**src/rtl/axi_combine_pkg.sv**
```systemverilog
// axi_combine_pkg: shared constants, types and helpers for axi_combine.
//   DEFAULT_HALF_WIDTH : half of the default output word width
//   half_width()       : half of an arbitrary (even) word width
//   sign_ext()         : sign-extend a value from a given MSB position
//   occ_t              : FIFO occupancy (0, 1 or 2)
package axi_combine_pkg;

    localparam int unsigned DEFAULT_TDATA_WIDTH = 32;
    localparam int unsigned DEFAULT_HALF_WIDTH  = DEFAULT_TDATA_WIDTH / 2;
    localparam int unsigned EXT_W               = 64;
    localparam int unsigned IDX_W               = 6;

    typedef logic [1:0] occ_t;

    function automatic int unsigned half_width(input int unsigned w);
        return w / 2;
    endfunction

    // Replicate bit 'msb' of x into every higher bit position.
    function automatic logic [EXT_W-1:0] sign_ext(input logic [EXT_W-1:0] x,
                                                 input logic [IDX_W-1:0] msb);
        logic [EXT_W-1:0] r;
        r = x;
        for (int i = 0; i < EXT_W; i++) begin
            if (i > int'(msb)) r[i] = x[msb];
        end
        return r;
    endfunction

endpackage

```
**src/rtl/axi_combine_fifo.sv**
```systemverilog
// axi_combine_fifo: 2-entry first-in first-out buffer with registered head.
//   clk, rst     : clock, asynchronous active-high reset
//   push, din    : write request and data (ignored when full without a pop)
//   pop          : read request (ignored when empty)
//   dout         : head entry (registered)
//   full, empty  : occupancy decodes
module axi_combine_fifo
    import axi_combine_pkg::*;
#(
    parameter int unsigned WIDTH = 32
) (
    input  logic             clk,
    input  logic             rst,
    input  logic             push,
    input  logic             pop,
    input  logic [WIDTH-1:0] din,
    output logic [WIDTH-1:0] dout,
    output logic             full,
    output logic             empty
);

    occ_t             occ;
    logic [WIDTH-1:0] tail;
    logic             do_push;
    logic             do_pop;

    assign full    = (occ == 2'd2);
    assign empty   = (occ == 2'd0);
    assign do_pop  = pop && !empty;
    // A pop frees a slot in the same edge, so a full FIFO still accepts.
    assign do_push = push && (!full || do_pop);

    // Entry 0 is the head (dout); entry 1 is the tail.
    always_ff @(posedge clk or posedge rst) begin
        if (rst) begin
            occ  <= 2'd0;
            dout <= '0;
            tail <= '0;
        end else if (do_push && do_pop) begin
            if (occ == 2'd1) begin
                dout <= din;
            end else begin
                dout <= tail;
                tail <= din;
            end
        end else if (do_push) begin
            if (empty) dout <= din;
            else       tail <= din;
            occ <= occ + 2'd1;
        end else if (do_pop) begin
            dout <= tail;
            occ  <= occ - 2'd1;
        end
    end

endmodule

```
**src/rtl/axi_combine.sv**
```systemverilog
// axi_combine: packs two sign-extended samples into one AXI4-Stream word,
// buffers up to two words and flags dropped pairs.
//   aclk, areset            : clock, asynchronous active-high reset
//   data_lower, data_upper  : channel A / B two's-complement samples
//   in_valid                : sample pair qualifier (no backpressure)
//   m_axis_tdata/tvalid/tready/tlast : AXI4-Stream master
//   clear_ovf               : synchronous clear of overflow
//   overflow                : sticky "a pair was dropped" flag
// Macro AXI_COMBINE_TLAST_EN enables the beat counter and m_axis_tlast;
// without it m_axis_tlast is tied low.
module axi_combine
    import axi_combine_pkg::*;
#(
    parameter int unsigned AXIS_TDATA_WIDTH = 32,
    parameter int unsigned IN_WIDTH         = 14,
    parameter int unsigned FRAME_LEN        = 1024
) (
    input  logic                        aclk,
    input  logic                        areset,
    input  logic [IN_WIDTH-1:0]         data_lower,
    input  logic [IN_WIDTH-1:0]         data_upper,
    input  logic                        in_valid,
    output logic [AXIS_TDATA_WIDTH-1:0] m_axis_tdata,
    output logic                        m_axis_tvalid,
    input  logic                        m_axis_tready,
    output logic                        m_axis_tlast,
    input  logic                        clear_ovf,
    output logic                        overflow
);

    localparam int unsigned HALF_W = half_width(AXIS_TDATA_WIDTH);

    logic [HALF_W-1:0]           lower_ext;
    logic [HALF_W-1:0]           upper_ext;
    logic [AXIS_TDATA_WIDTH-1:0] packed_word;
    logic                        pop;
    logic                        drop;
    logic                        full;
    logic                        empty;

    assign lower_ext   = HALF_W'(sign_ext(EXT_W'(data_lower), IDX_W'(IN_WIDTH - 1)));
    assign upper_ext   = HALF_W'(sign_ext(EXT_W'(data_upper), IDX_W'(IN_WIDTH - 1)));
    assign packed_word = {upper_ext, lower_ext};

    assign m_axis_tvalid = !empty;
    assign pop           = m_axis_tvalid && m_axis_tready;
    assign drop          = in_valid && full && !pop;

    axi_combine_fifo #(
        .WIDTH (AXIS_TDATA_WIDTH)
    ) u_fifo (
        .clk   (aclk),
        .rst   (areset),
        .push  (in_valid),
        .pop   (pop),
        .din   (packed_word),
        .dout  (m_axis_tdata),
        .full  (full),
        .empty (empty)
    );

    // Sticky overflow; a new drop wins over a simultaneous clear.
    always_ff @(posedge aclk or posedge areset) begin
        if (areset)          overflow <= 1'b0;
        else if (drop)       overflow <= 1'b1;
        else if (clear_ovf)  overflow <= 1'b0;
    end

`ifdef AXI_COMBINE_TLAST_EN
    localparam int unsigned     CNT_W = (FRAME_LEN > 1) ? $clog2(FRAME_LEN) : 1;
    localparam logic [CNT_W-1:0] LAST = CNT_W'(FRAME_LEN - 1);

    logic [CNT_W-1:0] beat;
    logic [CNT_W-1:0] beat_next;
    occ_t             occ;
    occ_t             occ_next;
    logic             accepted;

    assign occ      = full ? 2'd2 : (empty ? 2'd0 : 2'd1);
    assign accepted = in_valid && (!full || pop);

    // beat indexes the word currently at the head of the FIFO.
    always_comb begin
        beat_next = beat;
        occ_next  = occ + occ_t'(accepted) - occ_t'(pop);
        if (pop) beat_next = (beat == LAST) ? '0 : beat + CNT_W'(1);
    end

    // tlast is registered against the post-edge head so it holds with tdata.
    always_ff @(posedge aclk or posedge areset) begin
        if (areset) begin
            beat         <= '0;
            m_axis_tlast <= 1'b0;
        end else begin
            beat         <= beat_next;
            m_axis_tlast <= (occ_next != 2'd0) && (beat_next == LAST);
        end
    end
`else
    assign m_axis_tlast = 1'b0;
`endif

endmodule
```
**config.mk**
```make
export PLATFORM = sky130hd
export DESIGN_NAME = axi_combine
export DESIGN_NICKNAME = d
export VERILOG_FILES = /design/src/rtl/axi_combine_pkg.sv /design/src/rtl/axi_combine_fifo.sv /design/src/rtl/axi_combine.sv
export SDC_FILE = /design/constraint.sdc
export NUM_CORES = 1
export LEC_CHECK = 0
export CAP_MARGIN = 20
export CORE_MARGIN = 4
export CORE_UTILIZATION = 30
export DETAILED_ROUTE_END_ITERATION = 16
export DONT_BUFFER_PORTS = 1
export GPL_TIMING_DRIVEN = 1
export HOLD_SLACK_MARGIN = 0.06
export SLEW_MARGIN = 10
export SYNTH_ARGS = -nofsm -noshare
export SYNTH_HDL_FRONTEND = slang
export SYNTH_SLANG_ARGS = --single-unit
export TNS_END_PERCENT = 1
```
**constraint.sdc**
```tcl
create_clock -name aclk -period 4.1 [get_ports aclk]
set_clock_uncertainty 0.1 [all_clocks]
set_input_delay 0.82 -clock aclk [delete_from_list [all_inputs] [get_ports aclk]]
set_output_delay 0.82 -clock aclk [all_outputs]
set_load 0.05 [all_outputs]
```
---- Word level (Yosys, flattened, before mapping) ----
Cells that the tools add are included.
W data, S select, Z words.
cells by class
  $add $sub $neg .......................... 2
  equality and inequality tests ........... 5
  multiplexer cells ....................... 13
  bitwise gates (word level) .............. 1
  reduce and logical (&&, ||, !) cells .... 18
operators with widths
  operator               number
  $mux W32               9
  $logic_and A1 B1 Y1    6
  $reduce_bool A2 Y1     3
  $mux W2                2
  $ne A2 B2 Y1 const B   2
  $reduce_and A2 Y1      2
  $logic_not A1 Y1       3
  $ne A3 B2 Y1 const B   1
  $reduce_and A3 Y1      1
  $reduce_bool A3 Y1     1
  $add A2 B1 Y2 const B  1
  $eq A2 B1 Y1 const B   1
  $eq A2 B2 Y1 const B   1
  $logic_not A2 Y1       1
  $mux W1                2
  $sub A2 B1 Y2 const B  1
  $logic_or A1 B1 Y1     1
  $not A1 Y1             1
word-level totals
  register bits ........................... 67
  input port bits ......................... 33

---- Longest topological paths before layout ----
  word-level depth ........................ 9
  depth in mapped cells ................... 13
  mapped depth without buffers ............ 8

---- Hierarchy ----
A second synthesis with hierarchy kept.
second synthesis, totals
  cell total of the unflattened synthesis .. 315
  area, all modules ....................... 3487.1 µm²
modules (own cells, without submodules)
  module            times used  cells each  area each (µm²)
  axi_combine_fifo  1           306         3409.5
  axi_combine       1           9           77.6

---- Least setup slack after synthesis ----
OpenSTA, ideal clock, no wires.
  kind .................................... input -> register
  start ................................... in m_axis_tready
  end ..................................... reg u_fifo.tail[10]
  setup time .............................. 69 ps
  arrival ................................. 2386 ps
  path slack .............................. 1545 ps
  stages .................................. 11
  buffers on the path ..................... 5
  cells stage by stage .................... nand2b_4 > buf_4 > buf_4 > a21oi_1 > ha_1 > buf_2 > nor2b_1 > buf_4 > buf_2 > a22oi_1 > nand3_1
on the way
  word-level cells in the longest chain between the ends .. 7
  elaborated cells on any way between the ends .. 10
  classes of those cells .................. eq/ne (2); mux (1); reduce/logical (7)
ends and longest elaborated chain
  what                                                                        line                    RTL
  from (decl)                                                                 axi_combine.sv:25       input logic m_axis_tready,
  $logic_and A1 B1 Y1 (*)                                                     axi_combine.sv:46       assign pop = m_axis_tvalid && m_axis_tready;
  $logic_and A1 B1 Y1 (*)                                                     axi_combine_fifo.sv:29  assign do_pop = pop && !empty;
  $logic_or A1 B1 Y1                                                          axi_combine_fifo.sv:31  assign do_push = push && (!full || do_pop);
  $logic_and A1 B1 Y1                                                         axi_combine_fifo.sv:31
  $logic_and A1 B1 Y1                                                         axi_combine_fifo.sv:39  end else if (do_push && do_pop) begin
  $ne A2 B2 Y1 (no source line) / $reduce_bool A2 Y1 (equally long branches)  n/a
  $reduce_and A3 Y1 (no source line)                                          n/a
  to (signal assigned)                                                        axi_combine_fifo.sv:44  tail <= din;
  to (signal assigned)                                                        axi_combine_fifo.sv:48  else tail <= din;
  to (decl)                                                                   axi_combine_fifo.sv:23  logic [WIDTH-1:0] tail;
Mark *: on every way between the ends. The rest lies on a longest branch, timed or not.
A chain may end at the register's enable or synchronous reset.

---- Worst setup path in the final report ----
  start ................................... reg u_fifo.occ[0]
  end ..................................... reg u_fifo.dout[27]
on the way
  word-level cells in the longest chain between the ends .. 9
  elaborated cells on any way between the ends .. 16
  classes of those cells .................. eq/ne (3); mux (3); reduce/logical (10)
ends and longest elaborated chain
  what                                                                        line                                       RTL
  from (decl)                                                                 axi_combine_fifo.sv:22                     occ_t occ;
  from (signal assigned)                                                      axi_combine_fifo.sv:49                     occ <= occ + 2'd1;
  from (signal assigned)                                                      axi_combine_fifo.sv:52                     occ <= occ - 2'd1;
  $logic_not A2 Y1                                                            axi_combine_fifo.sv:28                     assign empty = (occ == 2'd0);
  $logic_not A1 Y1                                                            axi_combine_fifo.sv:29, axi_combine.sv:45
  $logic_and A1 B1 Y1                                                         axi_combine.sv:46
  $logic_and A1 B1 Y1                                                         axi_combine_fifo.sv:29
  $logic_or A1 B1 Y1                                                          axi_combine_fifo.sv:31
  $logic_and A1 B1 Y1                                                         axi_combine_fifo.sv:31
  $logic_and A1 B1 Y1                                                         axi_combine_fifo.sv:39
  $ne A3 B2 Y1 (no source line) / $reduce_bool A3 Y1 (equally long branches)  n/a
  $reduce_and A2 Y1 (no source line)                                          n/a
  to (signal assigned)                                                        axi_combine_fifo.sv:41                     dout <= din;
  to (signal assigned)                                                        axi_combine_fifo.sv:43                     dout <= tail;
  to (signal assigned)                                                        axi_combine_fifo.sv:47                     if (empty) dout <= din;
  to (decl)                                                                   axi_combine_fifo.sv:17                     output logic [WIDTH-1:0] dout,
Several ways; a longest one is shown, not always the timed one.

==> impl_results.md <==
* Via count of the first global-routing pass at 4,001
* Max-Cap Viols at 0
* Final Hold Fails at 0
* Antenna violations before repair at 0
* Clock Tree Root: clkbuf_16
* Share of cells above drive strength 1 at 0.205
* Nets at 486
* Yosys cell types at 29
* Area Growth Syn to Fin at 7.77%
* Post-synthesis register bit count at 59
* Worst-path fanout max at 59
* Initial Util at 0.310
* GP Congestion at 0.744
* Core area at 0.0140 mm2
* Outcome: finished, final reports clean
* ANT cells at 0
* PostCTS Resize Cnt at 0
* DR DRC count at 0
* Crit. End Element: flip-flop
* Non-Filler Instances at 634
* WS Path Type: flip-flop to flip-flop
* Crit path DAT at 3.03 ns
* Yosys Warn Count at 0
* Port Buffer Count at 0
* CTS buffer count at 9
* Worst skew pair latency at 0.32 ns
* Placed cells at 614
* Class of the worst hold path: input port to asynchronous set/reset pin
* VDD IR max at 435 uV
* Die H at 128 um
* Total gr overflow at 0
* Final setup vio count at 0
* Slew Viols, Final at 0
* Tcrit/Tclk final at 0.717
* Mean post-synth cell area at 8.83 um2
* Sequential element share of the synthesized area at 0.341
* Transition time of the tightest slew-check pin at 1.13 ns
* Clk pin slew, worst setup/hold paths at 0.05 ns
* Clock tree from TritonCTS: yes
* DR vias at 3,889
* Via density per instance at 6.13
* Area of the die at 0.0164 mm2
* DRT iter0 DRCs at 315
* Synthesized area at 0.00433 mm2
* Detailed placement HPWL at 7.92 mm
* Ports at 68
* Antenna viol nets, final at 0
* RSZ-0062 raised after global routing: no
* Reg area at 0.00148 mm2
* Tot Pwr at 4.31 mW
* Synth Instances at 491
* WP data required at 4.19 ns
* Post-layout minimum cycle time at 2.94 ns
* Post-DR wirelength/cell at 20.5 um
* First-pass GRT wire length at 21.4 mm
* Lkg Pwr at 1.67 nW
* Sink Count at 59
* Total Routed Length at 13.0 mm
* DR pass1 iterations at 5
* Std cell rows at 43
* Peak Freq at 340 MHz
* Pwr Density at 923 mW/mm2
* H-tree depth at 3
* Area occupied by multi-input gates at 0.00250 mm2
* Overall Global Routing Usage at 0.159
* Max Root-Sink Buffers at 2
* Slew HR at 0.245
* Setup Total Neg Slack at 0 ns
* Fin util at 0.334
* # hold bufs at CTS at 0
* Largest net degree at the start of global routing at 60
* Worst Setup Start Kind: flip-flop
* Setup bufs post-CTS at 0
* Mapped Nets at 528
* DIE WIDTH at 128 um
* Fill cell count at 1,435
==> layout by cell type (no fill, tap or decap), types with 2 or more instances in the layout <==
master / Yosys / layout
nand2b_1: 4 / 4
clkbuf_16: 0 / 9
or2_2: 28 / 28
nor2b_1: 31 / 28
nor2b_2: 0 / 3
ha_1: 4 / 2
inv_2: 1 / 2
buf_4: 10 / 11
a22oi_1: 28 / 28
inv_1: 7 / 6
o311ai_0: 6 / 6
mux2_2: 28 / 28
o311ai_1: 22 / 22
clkbuf_1: 31 / 4
nand3_1: 84 / 84
ha_2: 0 / 2
o211ai_1: 56 / 56
buf_6: 3 / 2
dfrtp_1: 59 / 59
a21oi_1: 29 / 29
a211oi_1: 28 / 28
==> path summary, 6_finish.rpt <==
check / from / to / slack, ns / depth (start not counted)
setup / recovery: u_fifo.occ[0] / u_fifo.dout[27] / 1.16 / 6
hold / removal: areset / u_fifo.dout[3] / 0.27 / 1
setup reg to reg: u_fifo.occ[0] / u_fifo.dout[27] / 1.16 / 6
hold reg to reg: u_fifo.occ[0] / u_fifo.occ[0] / 0.40 / 1
max in group asynchronous: areset / u_fifo.tail[21] / 2.84 / 3
min in group aclk: u_fifo.occ[0] / u_fifo.occ[0] / 0.40 / 1
==> cell type report <==
type	instances	area share
clock buffers	14	0.0544
clock inverters	2	0.00750
inverters	8	0.00643
multi-input cells	356	0.535
flip-flops and latches	59	0.316
well taps	180	0.0482
repair buffers	15	0.0327
==> kinds of logic (layout without fill, tap and decap cells) <==
logic type / Yosys count / count (layout) / synth area share
compound gates: 172 / 172 / 0.290
simple gates: 150 / 150 / 0.196
buf+inv: 76 / 39 / 0.0863
flops: 59 / 59 / 0.341
mux: 28 / 28 / 0.0727
fa+ha+maj: 4 / 4 / 0.0115
other cells: 1 / 1 / 0.000865
xor+xnor: 1 / 1 / 0.00202
==> metal layers <==
| layer | GRT usage | part of all wire |
|---|---|---|
| met5 | 0 | 0 |
| met4 | 0.0730 | 0.019 |
| met3 | 0.0350 | 0.067 |
| met2 | 0.251 | 0.47 |
| met1 | 0.207 | 0.45 |
==> Yosys cell counts <==
cell type / count / area, um2
o311ai_1: 22 / 193
a211oi_1: 28 / 210
ha_1: 4 / 50.1
or2_2: 28 / 175
inv_1: 7 / 26.3
inv_2: 1 / 3.75
nand3b_2: 1 / 11.3
clkbuf_1: 31 / 116
buf_1: 1 / 3.75
o32ai_1: 1 / 8.76
nand2b_1: 4 / 25.0
buf_6: 3 / 33.8
mux2_2: 28 / 315
o311ai_0: 6 / 52.6
nand2b_4: 1 / 13.8
a21oi_1: 29 / 145
o2111ai_1: 1 / 8.76
a22oi_1: 28 / 210
conb_1: 1 / 3.75
clkbuf_2: 3 / 15.0
nand3_1: 84 / 420
buf_4: 10 / 75.1
xor2_1: 1 / 8.76
buf_2: 20 / 100
and3b_1: 1 / 8.76
o211ai_1: 56 / 420
nor2b_1: 31 / 194
dfrtp_1: 59 / 1480
o221ai_1: 1 / 8.76
==> critical path, cell delays in order (launching register included) <==
cell and delay [ns]:
dfrtp_1 0.40, inv_1 0.10, ha_2 0.20, buf_4 0.51, and3b_2 0.99, a21oi_1 0.08, o311ai_0 0.39
==> per-stage QoR <==
step / setup slack (ns) / area [um2] / hold slack, ns
2_1_floorplan: 1.54 / 4330 / 0.366
3_3_place_gp: 0.992 / 4310 / 0.385
4_1_cts: 0.987 / 4600 / 0.401
3_5_place_dp: 0.937 / 4310 / 0.391
6_report: 1.16 / 4670 / 0.275
5_1_grt: 0.925 / 4670 / 0.294
==> sequential cells by signal, indices dropped and copies added (netlist names) <==
register     count
u_fifo.dout     28
u_fifo.tail     28
u_fifo.occ       2
overflow         1
==> report_power, final <==
| part | internal, mW | switching (mW) | total [mW] |
|---|---|---|---|
| Combinational | 0.785 | 1.14 | 1.93 |
| Clock | 0.487 | 0.266 | 0.753 |
| Sequential | 0.885 | 0.747 | 1.63 |
No activity file was read; power rests on OpenSTA's default activity.
